$ cat config.mk
export PLATFORM = sky130hd
export DESIGN_NAME = result_display_sequencer
export DESIGN_NICKNAME = d
export VERILOG_FILES = /design/src/rtl/result_display_sequencer.sv
export SDC_FILE = /design/constraint.sdc
export NUM_CORES = 1
export LEC_CHECK = 0
export CAP_MARGIN = 20
export CORE_MARGIN = 1
export CORE_UTILIZATION = 53
export DETAILED_ROUTE_END_ITERATION = 8
export PLACE_DENSITY = 0.76
export SYNTH_ARGS = -nofsm -noshare
export SYNTH_HDL_FRONTEND = slang
export SYNTH_SLANG_ARGS = --single-unit
$ cat constraint.sdc
create_clock -name clock_100Mhz -period 3.1 [get_ports clock_100Mhz]
set_input_delay 0.31 -clock clock_100Mhz [delete_from_list [all_inputs] [get_ports clock_100Mhz]]
set_output_delay 0.31 -clock clock_100Mhz [all_outputs]
set_load 0.01 [all_outputs]
$ cat src/rtl/result_display_sequencer.sv
// -----------------------------------------------------------------------------
// result_display_sequencer
//
// Buffers a burst of result bytes from the systolic-array output stage and
// shows them one at a time on the 4-digit seven-segment driver. Each value is
// held for DWELL_CYCLES clocks. After that the next buffered value appears with
// no gap cycle. When the buffer runs dry, the last value stays on the display
// (HOLD) until new data arrives.
//
// Optional feature (compile-time macro DISPLAY_INDEX_EN):
//   When defined, a 3-bit burst position index is added in the thousands digit
//   (displayed = index*1000 + value). When undefined, displayed is the
//   zero-extended value.
//
// Ports:
//   clock_100Mhz  in   system clock
//   reset         in   asynchronous, active-high reset
//   in_valid      in   producer offers in_data this cycle
//   in_data       in   result byte (DATA_W bits)
//   in_ready      out  buffer can accept a byte this cycle (not full)
//   clear         in   synchronous flush: empty buffer, blank display, IDLE
//   displayed     out  16-bit value for the segment driver (0..9999)
//   show_valid    out  displayed holds a real result
//   busy          out  dwell in progress or buffer non-empty
//   level         out  buffer occupancy (0..DEPTH)
// -----------------------------------------------------------------------------
module result_display_sequencer #(
    parameter int DEPTH        = 8,
    parameter int DWELL_CYCLES = 100_000_000,
    parameter int DATA_W       = 8
) (
    input  logic                     clock_100Mhz,
    input  logic                     reset,
    input  logic                     in_valid,
    input  logic [DATA_W-1:0]        in_data,
    output logic                     in_ready,
    input  logic                     clear,
    output logic [15:0]              displayed,
    output logic                     show_valid,
    output logic                     busy,
    output logic [$clog2(DEPTH):0]   level
);

    localparam int PTR_W      = $clog2(DEPTH);
    localparam int CNT_W      = $clog2(DWELL_CYCLES);
    localparam int RELOAD_INT = DWELL_CYCLES - 1;

    localparam logic [CNT_W-1:0] DWELL_RELOAD = RELOAD_INT[CNT_W-1:0];
    localparam logic [PTR_W:0]   FULL_LEVEL   = DEPTH[PTR_W:0];

    localparam logic [1:0] IDLE = 2'd0;
    localparam logic [1:0] SHOW = 2'd1;
    localparam logic [1:0] HOLD = 2'd2;

    logic [DATA_W-1:0] mem [DEPTH];
    logic [PTR_W-1:0]  wr_ptr;
    logic [PTR_W-1:0]  rd_ptr;
    logic [PTR_W:0]    count;
    logic [1:0]        state;
    logic [CNT_W-1:0]  dwell_cnt;
    logic [15:0]       disp_reg;
    logic [15:0]       shown_value;
    logic              do_push;
    logic              do_pop;

    // A full buffer refuses the push even when a pop happens in the same
    // cycle. This keeps in_ready a pure function of the stored count.
    assign in_ready   = (count != FULL_LEVEL);
    assign do_push    = in_valid && in_ready && !clear;
    assign level      = count;
    assign displayed  = disp_reg;
    assign show_valid = (state != IDLE);
    assign busy       = (state == SHOW) || (count != '0);

    // NOTE: every variable in a combinational block gets a default first,
    // so that no path leaves it unassigned and infers a latch.
    always_comb begin
        do_pop = 1'b0;
        if (!clear && count != '0) begin
            case (state)
                IDLE:    do_pop = 1'b1;
                SHOW:    do_pop = (dwell_cnt == '0);
                HOLD:    do_pop = 1'b1;
                default: do_pop = 1'b0;
            endcase
        end
    end

`ifdef DISPLAY_INDEX_EN
    // Position of the next popped entry in the current burst. It wraps after 7.
    // IDLE is entered only through reset or clear, and both zero the index.
    logic [2:0] seq_idx;

    always_ff @(posedge clock_100Mhz or posedge reset) begin
        if (reset) begin
            seq_idx <= '0;
        end else if (clear) begin
            seq_idx <= '0;
        end else if (do_pop) begin
            seq_idx <= seq_idx + 1'b1;
        end
    end

    // Constant-by-3-bit product: the index lands in the thousands digit.
    assign shown_value = 16'(mem[rd_ptr]) + 16'(seq_idx) * 16'd1000;
`else
    assign shown_value = 16'(mem[rd_ptr]);
`endif

    // NOTE: the storage array has no reset. Pointers and count define which
    // entries are valid, so stale contents are never observed.
    always_ff @(posedge clock_100Mhz) begin
        if (do_push) begin
            mem[wr_ptr] <= in_data;
        end
    end

    // NOTE: sequential state uses non-blocking assignments only. All flops
    // then update together on the edge, whatever the statement order.
    always_ff @(posedge clock_100Mhz or posedge reset) begin
        if (reset) begin
            wr_ptr    <= '0;
            rd_ptr    <= '0;
            count     <= '0;
            state     <= IDLE;
            dwell_cnt <= '0;
            disp_reg  <= '0;
        end else if (clear) begin
            wr_ptr    <= '0;
            rd_ptr    <= '0;
            count     <= '0;
            state     <= IDLE;
            dwell_cnt <= '0;
            disp_reg  <= '0;
        end else begin
            if (do_push) wr_ptr <= wr_ptr + 1'b1;
            if (do_pop)  rd_ptr <= rd_ptr + 1'b1;

            case ({do_push, do_pop})
                2'b10:   count <= count + 1'b1;
                2'b01:   count <= count - 1'b1;
                default: count <= count;
            endcase

            case (state)
                IDLE: if (do_pop) state <= SHOW;
                SHOW: begin
                    if (dwell_cnt == '0) begin
                        if (!do_pop) state <= HOLD;
                    end else begin
                        dwell_cnt <= dwell_cnt - 1'b1;
                    end
                end
                HOLD: if (do_pop) state <= SHOW;
                default: state <= IDLE;
            endcase

            // A pop always starts a fresh dwell. This reload overrides the
            // decrement above.
            if (do_pop) begin
                disp_reg  <= shown_value;
                dwell_cnt <= DWELL_RELOAD;
            end
        end
    end

endmodule
### Yosys cells after proc, flatten, opt, wreduce, memory -nomap -nowiden

Memory sizes are Yosys's and may differ from the RTL's.
Cells that the tools add are included.

| word-level totals | value |
|---|---|
| register bits | 55 |
| memory bits (writable) | 64 |
| output and inout bits | 23 |
| logic and storage cells | 58 |
| memories | 1 |

Memory list:

| memory | words | bits a word | rd ports | clocked after Yosys merged registers in | write ports | RTL line | RTL |
|---|---|---|---|---|---|---|---|
| mem | 8 | 8 | 1 | 0 | 1 | 55 | `logic [DATA_W-1:0] mem [DEPTH];` |

| operators by class | value |
|---|---|
| add/subtract/negate cells | 5 |
| equal/unequal tests | 9 |
| mux-type cells | 21 |
| reduce and logical (&&, ||, !) cells | 16 |

Operators with widths:

| cell | count |
|---|---|
| two-way mux 27 bit | 4 |
| two-way mux 16 bit | 2 |
| logical NOT 27 bit | 1 |
| subtractor 27 x 1 -> 27 bit, second input constant | 1 |
| two-way mux 3 bit | 4 |
| two-way mux 2 bit | 4 |
| case mux 4 bit (2 select lines) | 1 |
| adder 3 x 1 -> 3 bit, second input constant | 2 |
| inequality test 3 bit, second input constant | 2 |
| nonzero test 2 bit | 3 |
| nonzero test 3 bit | 2 |
| adder 4 x 1 -> 4 bit, second input constant | 1 |
| == test 2 x 1 -> 1 bit, second input constant | 2 |
| == test 2 bit, second input constant | 2 |
| two-way mux 4 bit | 1 |
| inequality test 4 bit, second input constant | 1 |
| case mux 2 bit (2 select lines) | 1 |
| nonzero test 4 bit | 1 |
| subtractor 4 x 1 -> 4 bit, second input constant | 1 |
| logical AND 1 bit | 3 |
| two-way mux 1 bit | 3 |
| inequality test 3 x 1 -> 1 bit, second input constant | 1 |
| inequality test 3 x 2 -> 1 bit, second input constant | 1 |
| AND reduction 3 bit | 1 |
| 6 further kinds | 6 |

### Longest topological paths before layout

Gate-level depths: netlist (run 1).

| depth | value |
|---|---|
| word-level depth | 8 |
| mapped depth | 13 |

### Least setup slack after synthesis (run 1)

No wires, ideal clock.

| timing path | value |
|---|---|
| kind | reg-to-reg |
| from | register dwell_cnt[2] |
| to | register count[3] (netlist: level[3]) |
| setup time | 132 ps |
| data arrival time | 3252 ps |
| path slack | -285 ps |
| cell stages (with the launch flop) | 13 |
| buffers on the path | 1 |
| period minus slack after synthesis | 3385 ps |
| cell sequence | dfrtp_1 -> or4_4 -> or4b_4 -> buf_6 -> o21ai_2 -> nand2_1 -> nor3_1 -> ha_1 -> a31oi_1 -> nand2_1 -> o21ai_0 -> o21bai_1 -> o211ai_1 |

| between the ends | value |
|---|---|
| word-level cells in the longest chain between the ends | 6 |
| elaborated cells between the ends (all ways) | 8 |
| classes of those cells | eq/ne: 2; mux: 4; reduce/logical: 2 |

RTL lines:

| what | RTL line | RTL |
|---|---|---|
| start: declaration | 60 | `logic [CNT_W-1:0] dwell_cnt;` |
| start signal: assignment | 151 | `dwell_cnt <= dwell_cnt - 1'b1;` |
| logical NOT 27 bit (*) | 82 | `SHOW: do_pop = (dwell_cnt == '0);` |
| case mux 1 bit (2 select lines) (*) | 80 | `case (state)` |
| two-way mux 1 bit (*) | 79 | `if (!clear && count != '0) begin` |
| == test 2 x 1 -> 1 bit or == test 2 bit (tied branches) | 139 | `case ({do_push, do_pop})` |
| case mux 4 bit (2 select lines) | 139 |  |
| two-way mux 4 bit | 128 | `end else if (clear) begin` |
| end signal: assignment | 140 | `2'b10: count <= count + 1'b1;` |
| end signal: assignment | 141 | `2'b01: count <= count - 1'b1;` |
| end signal: assignment | 142 | `default: count <= count;` |
| end: declaration | 58 | `logic [PTR_W:0] count;` |

Mark *: on every way between the ends. The rest lies on a longest branch, timed or not.
A chain may end at the register's enable or synchronous reset.

### Worst setup path in the final report (run 1)

| timing path | value |
|---|---|
| from | register dwell_cnt[3] |
| to | register count[3] (netlist: level[3]) |

Same word-level chain as after synthesis.

==> flow_metrics.tcl, run 1 <==
set metrics [dict create \
    area.growth.synth_to_final_pct 18.6 \
    final_cell_mix "edfxtp_1 (64), dfrtp_1 (47), buf_4 (40)" \
    synth_edf_count 64 \
    fp.dieW_um 99.9 \
    track_usage 0.215 \
    gp_congestion 0.852 \
    coreArea_um2 9280 \
    synth_area_um2 5080 \
    avgSynthCellArea_um2 13.2 \
    clk_latency_ns 0.38 \
    fin_worst_skew_ns 0.0159 \
    avgViaCountPerCell 5.72 \
    antennaDiodeCount 0 \
    pwr-share-clk 0.176 \
    cts_buffer_depth 2 \
    stdcell_area_um2 6020 \
    num_io_pins 35 \
    p_per_area_nw_per_um2 876 \
    holdBufCountCts 0 \
    maxSlewHeadroom 0.453 \
    seqPwrFrac 0.389 \
    critPathSlowestCell "or4b_4" \
    wl_met1_um 4280 \
    cts_made_buffers 9 \
    tritoncts "done" \
    min_path_type "input pin to asynchronous set/reset pin" \
    violations "negative setup slack" \
    dr.pass1.iters 4 \
    initial_core_util 0.547 \
    route.met3.wl_um 465 \
    fp.dieH_um 99.9 \
    drt_iter0_markers 159 \
    synth_seq_cells 111 \
    outcome "complete, but fails checks" \
    clk_pin_slew_worst_paths_ns 0.12 \
    num_vias 3283 \
    p_int_mw 3.33 \
    worstPathCellList "or4_4 -> or4b_4 -> o21ai_4 -> nand2_2 -> nor3_4 -> ha_4 -> o21ai_2 -> o31ai_2 -> o21ai_2 -> o21bai_1 -> o211ai_1" \
    cts.sinks 111 \
    dpl-instance-area_um2 5650 \
    row_count 35 \
    drive_gt1_frac 0.236 \
    numPortBuffers 26 \
    synth_warnings 0 \
    regArea_um2 3100 \
    fin_nets 457 \
    synth-seq-area-share 0.610 \
    ys.flop_type "edfxtp_1" \
    grt_max_degree 48 \
    finalHoldViolCount 0 \
    switchingPower_mw 1.94 \
    cts_root_buf "clkbuf_8" \
    fill_cells 681 \
    min_period_ns 3.10 \
    yosys.cell_types.count 54 \
    p_leak_nw 2.17 \
    die_area_um2 9980 \
    multi_input_area_um2 1920 \
    combinationalPowerShare 0.435 \
    worstPathMaxFanout 4 \
    cpMostUsedCell "o21ai_2" \
    cts.htree.levels 3 \
    post_drt_wl_per_cell_um 17.5 \
    tightest_slew_ns 0.820 \
    dr.max_layer_used "met4" \
    rrSetupSlack_ns -0.0001 \
    criticalPathCategory "flop to flop" \
    grt_pass1_vias 3205 \
    antenna_found_initial 0 \
    async_reset_ff_frac 0.423 \
    syn_inst 385 \
    worstPathRequired_ns 3.40 \
    totalWireLength_um 10000 \
    drc 0 \
    final_common_cell "edfxtp_1" \
    report.final.setup_viol 1 \
    rsz0062_at_grt "yes" \
    grt_pass1_wl_um 16200 \
    slew_violations 0 \
    fmax_ghz 0.323 \
    maxCapViolCount 0 \
    end_kind "flop" \
    setup_slack_ns -0.000127 \
    dp_hpwl_um 6580 \
    peakVddDrop_mv 0.507 \
    cp_data_arrival_time_ns 3.40 \
    hold_slack_ns 0.121 \
    min_period_over_period 1.00 \
    antenna_left 0 \
    route.met2.wl_um 5080 \
    max_stage_delay_ns 0.57 \
    startpoint_type "flop" \
    p_sw_frac 0.368 \
    grt_overflow 0 \
]
-- sequential cells by signal, indices dropped and copies added, names as in the netlist --
name       cells
dwell_cnt     27
displayed      8
state          2
level          4
rd_ptr         3
mem           64
wr_ptr         3
-- final timing paths --
| check | start | end | cells after the start |
|---|---|---|---|
| setup / recovery | dwell_cnt[3]$_DFFE_PP0P_ | level[3]$_DFFE_PP0P_ | 11 |
| hold / removal | reset | displayed[7]$_DFFE_PP0P_ | 2 |
| setup reg to reg | dwell_cnt[3]$_DFFE_PP0P_ | level[3]$_DFFE_PP0P_ | 11 |
| hold reg to reg | dwell_cnt[7]$_DFFE_PP0P_ | dwell_cnt[7]$_DFFE_PP0P_ | 2 |
| max in group asynchronous | reset | dwell_cnt[26]$_DFFE_PP0P_ | 3 |
| min in group clock_100Mhz | clear | wr_ptr[2]$_DFFE_PP0P_ | 2 |
-- synth_stat cells, types with 2 or more instances --
library cell	count	area share
edfxtp_1	64	0.38
dfrtp_1	47	0.23
nor2_1	29	0.021
nor3_1	24	0.024
a21oi_1	23	0.023
clkbuf_1	16	0.012
mux4_2	16	0.071
xnor2_1	14	0.024
xor2_1	13	0.022
nand2_1	12	0.0089
a211oi_1	10	0.015
nand3_1	10	0.0099
mux2i_1	9	0.018
buf_4	8	0.012
o21ai_0	6	0.0059
or4_1	6	0.0089
ha_1	5	0.012
inv_1	5	0.0037
nor3b_1	5	0.0074
or3_1	5	0.0062
buf_1	4	0.0030
nand2b_1	4	0.0049
nor4_1	4	0.0049
or2_2	4	0.0049
a31oi_1	3	0.0037
nand4_1	3	0.0037
or3b_2	3	0.0052
buf_2	2	0.0020
nor2b_1	2	0.0025
nor4_2	2	0.0049
nor4b_1	2	0.0034
o211ai_1	2	0.0030
o31ai_1	2	0.0030
-- worst max-delay path, delay by kind of cell (launching register included) --
kind	cells	cell delay, ns
compound gates	6	0.97
fa+ha+maj	1	0.20
flops	1	0.40
simple gates	4	1.45
-- through the flow --
step / power [mW] / setup TNS [ns] / util / cells / setup slack, ns
detailed placement: 4.22 / 0 / 0.609 / 549 / 0.00548
CTS: 5.16 / 0 / 0.635 / 565 / 0.000122
finish: 5.28 / -0.000127 / 0.649 / 574 / -0.000127
floorplan: 3.43 / 0 / - / 392 / 0.00161
global placement: 4.16 / 0 / 0.609 / 549 / 0.0844
global route: 5.59 / -0.191 / 0.649 / 574 / -0.151
-- kinds of logic after synthesis --
group | Yosys count | share of synthesized area
simple gates | 125 | 0.140
buf+inv | 36 | 0.0345
flops | 111 | 0.610
fa+ha+maj | 5 | 0.0123
mux | 25 | 0.0887
compound gates | 55 | 0.0677
other cells | 1 | 0.000738
xor+xnor | 27 | 0.0466
-- power groups by stage --
stage	Combinational, mW	Sequential [mW]	Clock (mW)
3_5_place_dp	2.14	2.08	0
2_1_floorplan	1.39	2.04	0
3_3_place_gp	2.09	2.07	0
4_1_cts	2.16	2.05	0.946
6_report	2.30	2.05	0.927
5_1_grt	2.51	2.09	0.991
-- repair_timing --
item	4_1_cts	5_1_grt
endpoints found under the setup margin	1	1
setup buffers	0	8
cloned	0	0
pin swaps	1	11
resized for setup	1	13
-- routing by layer --
| metal | up-vias | GRT usage |
|---|---|---|
| li1 | 1548 | - |
| met1 | 1627 | 0.286 |
| met2 | 89 | 0.356 |
| met3 | 19 | 0.0418 |
| met4 | 0 | 0.0735 |
| met5 | - | 0 |
-- layout make-up --
class / instances / share of cell area
Timing Repair Buffer: 68 / 0.0989
Clock inverter: 7 / 0.0179
Sequential cell: 111 / 0.514
Inverter: 5 / 0.00312
Clock buffer: 9 / 0.0206
Tap cell: 129 / 0.0268
Multi-Input combinational cell: 245 / 0.319
Power figures use the tool's default switching activity.
==> run 2, diff against run 1 <==
--- a/config.mk
+++ b/config.mk
@@ -10,6 +10,8 @@
 export CORE_UTILIZATION = 53
 export DETAILED_ROUTE_END_ITERATION = 8
 export PLACE_DENSITY = 0.76
+export SKIP_CTS_REPAIR_TIMING = 1
+export SKIP_LAST_GASP = 1
 export SYNTH_ARGS = -nofsm -noshare
 export SYNTH_HDL_FRONTEND = slang
 export SYNTH_SLANG_ARGS = --single-unit
==> run 2 against run 1 <==
Global-route usage shrank 0.11 points. Non-clock buffer count is the same. Design area grew 0.12%. Critical endpoint unchanged. Maximum frequency grew 0.22%. The run now ends clean. Routed wire length grew 0.12%. Critical path type unchanged.
==> flow_metrics.tcl, run 2 (synthesized netlist as in run 1, its figures left out) <==
set metrics [dict create \
    outcome "completed" \
    numPortBuffers 26 \
    grt_max_degree 48 \
    min_path_type "input pin to asynchronous set/reset pin" \
    cp_data_arrival_time_ns 3.39 \
    final_common_cell "edfxtp_1" \
    report.final.setup_viol 0 \
    worstPathRequired_ns 3.40 \
    r2r_cells 11 \
    cts.sinks 111 \
    fp.dieW_um 99.9 \
    worstPathMaxFanout 4 \
    fill_cells 686 \
    dp_hpwl_um 6580 \
    coreArea_um2 9280 \
    tightest_slew_ns 0.825 \
    clk_pin_slew_worst_paths_ns 0.12 \
    totalWireLength_um 10000 \
    grt_pass1_vias 3197 \
    antennaDiodeCount 0 \
    area.growth.synth_to_final_pct 18.7 \
    timing.rr.end "level[3]$_DFFE_PP0P_" \
    fp.dieH_um 99.9 \
    maxSlewHeadroom 0.450 \
    criticalPathCategory "flop to flop" \
    cts_buffer_depth 2 \
    p_leak_nw 2.17 \
    drt_iter0_markers 180 \
    regArea_um2 3100 \
    cts_root_buf "clkbuf_8" \
    largest_register "mem" \
    tritoncts "done" \
    min_period_over_period 0.998 \
    post_drt_wl_per_cell_um 17.5 \
    setup_slack_ns 0.00660 \
    totalPowerFinal_mw 5.29 \
    rrSetupSlack_ns 0.007 \
    row_count 35 \
    multi_input_area_um2 1930 \
    gp_congestion 0.852 \
    fin_nets 457 \
    dp_worst_setup_slack_ns 0.00548 \
    num_vias 3267 \
    drc 0 \
    grt_pass1_wl_um 16100 \
    hold_slack_ns 0.121 \
    num_io_pins 35 \
    track_usage 0.214 \
    p_per_area_nw_per_um2 878 \
    grt_overflow 0 \
    final_cell_mix "edfxtp_1 (64), dfrtp_1 (47), buf_4 (40)" \
    slew_violations 0 \
    end_kind "flop" \
    largest_reg_flops 64 \
    startpoint_type "flop" \
    antenna_left 0 \
    avgViaCountPerCell 5.69 \
    min_period_ns 3.09 \
    cts.htree.levels 3 \
    fin_worst_skew_ns 0.0160 \
    antenna_found_initial 0 \
    drive_gt1_frac 0.236 \
    rsz0062_at_grt "yes" \
    maxCapViolCount 0 \
    finalHoldViolCount 0 \
    initial_core_util 0.547 \
    r2r-start "dwell_cnt[3]$_DFFE_PP0P_" \
    fmax_ghz 0.323 \
    peakVddDrop_mv 0.506 \
    cts_made_buffers 9 \
    die_area_um2 9980 \
    clk_latency_ns 0.38 \
    dr.pass1.iters 4 \
]
## run 2: cell types whose count changed in the layout (fill, tap and decap cells not counted)
cell	before	now
o21ai_2	2	1
o21ai_0	4	3
o21ai_4	1	2
o21ai_1	0	1
## run 2: worst max-delay path: stages (launching register included)
cell and delay (ns):
dfrtp_1 0.40, or4_4 0.55, or4b_4 0.57, o21ai_4 0.19, nand2_2 0.10, nor3_4 0.22, ha_4 0.20, o21ai_4 0.07
o31ai_2 0.29, o21ai_2 0.10, o21bai_1 0.16, o211ai_1 0.17
## run 2: power by group
part | internal [mW] | switching (mW)
sequential | 1.81 | 0.242
combinational | 1.12 | 1.19
clock | 0.403 | 0.526
## run 2: layer usage
layer | up-vias | track usage | wire (um)
li1 | 1549 | - | -
met1 | 1613 | 0.285 | 4320
met2 | 86 | 0.354 | 5060
met3 | 19 | 0.0411 | 443
met4 | 0 | 0.0735 | 201
met5 | - | 0 | 0
## run 2: worst max path at each step
| stage | from | endpoint | depth (start not counted) | slack [ns] |
|---|---|---|---|---|
| 3_5_place_dp | dwell_cnt[0]$_DFFE_PP0P_ | level[3]$_DFFE_PP0P_ | 13 | 0.005 |
| 6_report | dwell_cnt[3]$_DFFE_PP0P_ | level[3]$_DFFE_PP0P_ | 11 | 0.007 |
| 2_1_floorplan | dwell_cnt[3]$_DFFE_PP0P_ | level[3]$_DFFE_PP0P_ | 12 | 0.002 |
| 3_3_place_gp | dwell_cnt[0]$_DFFE_PP0P_ | level[3]$_DFFE_PP0P_ | 13 | 0.08 |
| 5_1_grt | dwell_cnt[3]$_DFFE_PP0P_ | level[3]$_DFFE_PP0P_ | 11 | -0.13 |
| 4_1_cts | dwell_cnt[0]$_DFFE_PP0P_ | level[3]$_DFFE_PP0P_ | 13 | -0.02 |
## run 2: metrics by stage
step           cell area [um2]  setup TNS [ns]  std cells  utilization
4_1_cts                   5880         -0.0233        565        0.634
3_3_place_gp              5650               0        549        0.609
6_report                  6030               0        574        0.650
5_1_grt                   6030          -0.136        574        0.650
2_1_floorplan             5130               0        392            -
3_5_place_dp              5650               0        549        0.609
## run 2: area by class of cell
| class | count | share of cell area |
|---|---|---|
| tap | 129 | 0.0268 |
| multi-input combinational | 245 | 0.319 |
| clock buffer | 9 | 0.0205 |
| clock inverter | 7 | 0.0178 |
| inverter | 5 | 0.00311 |
| timing repair buffer | 68 | 0.0987 |
| sequential | 111 | 0.514 |
==> run 3, diff against run 2 <==
==> constraint.sdc (replaced) <==
create_clock -name clock_100Mhz -period 2.83 [get_ports clock_100Mhz]
set_input_delay 0.283 -clock clock_100Mhz [delete_from_list [all_inputs] [get_ports clock_100Mhz]]
set_output_delay 0.283 -clock clock_100Mhz [all_outputs]
set_load 0.01 [all_outputs]
==> run 3 against run 2 <==
Critical path type unchanged. Via count up 3.0%. Critical endpoint unchanged. Worst setup slack worse by 0.20 ns. Combinational power up 19%. The run now ends with negative setup slack left. Register-to-register slack got worse by 0.20 ns. Critical path depth unchanged. Count of clock-buffer cells in the layout stayed put. Utilization rose by 1.4 points. Cell count up 3.1%. Sequential cell count is the same. Maximum frequency up 2.3%.
==> flow_metrics.tcl, run 3 (synthesized netlist as in run 1, its figures left out) <==
set metrics [dict create \
    outcome "complete, but fails checks" \
    violations "negative setup slack" \
    critical-path-top-delay-family "simple AND/OR/NAND/NOR gates" \
    peakVddDrop_mv 0.454 \
    fmax_ghz 0.331 \
    grt_pass1_vias 3324 \
    fp.dieW_um 99.9 \
    finalHoldViolCount 0 \
    regArea_um2 3100 \
    holdPathStages 2 \
    grt_pass1_wl_um 16700 \
    cts.htree.levels 3 \
    largest_reg_flops 64 \
    fin_worst_skew_ns 0.0192 \
    criticalPathCategory "flop to flop" \
    dp_hpwl_um 6910 \
    critPathSlowestCell "or4_4" \
    hold_slack_ns 0.200 \
    numPortBuffers 26 \
    min_from "clear" \
    tightest_slew_ns 0.807 \
    grt_max_degree 45 \
    antenna_found_initial 0 \
    multi_input_area_um2 1950 \
    rsz0062_at_grt "yes" \
    area.growth.synth_to_final_pct 21.2 \
    gp_congestion 0.871 \
    grt_overflow 0 \
    drive_gt1_frac 0.279 \
    worstPathMaxFanout 3 \
    antenna_left 0 \
    worstPathRequired_ns 3.14 \
    worstPathBufferInverterCount 0 \
    totalWireLength_um 10600 \
    cts_made_buffers 9 \
    avgViaCountPerCell 5.68 \
    setup_slack_ns -0.195 \
    drc 0 \
    final_common_cell "edfxtp_1" \
    slew_violations 0 \
    num_vias 3364 \
    coreArea_um2 9280 \
    maxCapViolCount 0 \
    largest_register "mem" \
    p_leak_nw 2.25 \
    antennaDiodeCount 0 \
    tns_ns -0.372 \
    fin_nets 475 \
    die_area_um2 9980 \
    clk_pin_slew_worst_paths_ns 0.13 \
    drt_iter0_markers 175 \
    report.final.setup_viol 3 \
    min_period_over_period 1.07 \
    min_period_ns 3.02 \
    cts_buffer_depth 2 \
    track_usage 0.222 \
    row_count 35 \
    startpoint_type "flop" \
    min_path_type "input pin to flop" \
    num_io_pins 35 \
    worstPathCellList "or4_4 -> or4_4 -> o21ai_4 -> nand2_2 -> nor3_4 -> ha_4 -> o21ai_2 -> o31ai_2 -> o21ai_2 -> o21bai_1 -> o211ai_1" \
    end_kind "flop" \
    fill_cells 659 \
    critPathLaunch "dwell_cnt[17]$_DFFE_PP0P_" \
    cp_data_arrival_time_ns 3.34 \
    r2r_cells 11 \
    cts.sinks 111 \
    r2r-start "dwell_cnt[17]$_DFFE_PP0P_" \
    final_cell_mix "edfxtp_1 (64), buf_4 (58), dfrtp_1 (47)" \
    max_stage_delay_ns 0.55 \
    dr.pass1.iters 4 \
    cp.depth 11 \
    fp.dieH_um 99.9 \
    p_per_area_nw_per_um2 965 \
    cts_root_buf "clkbuf_8" \
    tritoncts "done" \
    post_drt_wl_per_cell_um 17.9 \
    maxSlewHeadroom 0.462 \
    clk_latency_ns 0.38 \
    initial_core_util 0.547 \
]
-- run 3: changes by cell type in the layout (fill, tap and decap cells not counted), sizes merged --
cell    change
bufinv      -1
clkinv      -1
inv         +2
buf        +18
-- run 3: worst paths after layout --
check,endpoint,slack [ns]
worst max-delay path,level[3]$_DFFE_PP0P_,-0.19
min in group asynchronous,dwell_cnt[17]$_DFFE_PP0P_,0.24
worst min-delay path,level[2]$_DFFE_PP0P_,0.20
worst min register to register,dwell_cnt[7]$_DFFE_PP0P_,0.57
worst max register to register,level[3]$_DFFE_PP0P_,-0.19
max in group asynchronous,dwell_cnt[15]$_DFFE_PP0P_,1.86
-- run 3: where the power goes --
group	internal, mW	leakage (nW)	switching (mW)	total (mW)
clock network	0.364	0.107	0.605	0.969
registers	1.99	1.19	0.233	2.22
logic	1.36	0.950	1.39	2.75
-- run 3: per-layer routing --
metal	routed length, um	GRT usage
met1	4330	0.279
met2	5500	0.381
met3	540	0.0439
met4	248	0.0894
met5	0	0
-- run 3: through the flow --
step                      worst slack [ns]  power [mW]  cells  area, um2   util
after floorplan                     -0.238        3.76    392       5130      -
after global placement              -0.116        4.72    570       5810  0.626
after detailed placement            -0.234        4.79    570       5810  0.626
after CTS                           -0.243        5.77    586       6030  0.649
after global routing                -0.305        6.31    592       6160  0.663
final                               -0.195        5.94    592       6160  0.663
-- run 3: layout make-up --
cell class / instances / share of cell area
clock buffer: 9 / 0.0201
clock inverter: 7 / 0.0144
inverter: 5 / 0.00305
multi-input combinational: 245 / 0.316
sequential: 111 / 0.503
tap: 129 / 0.0262
timing repair buffer: 86 / 0.117
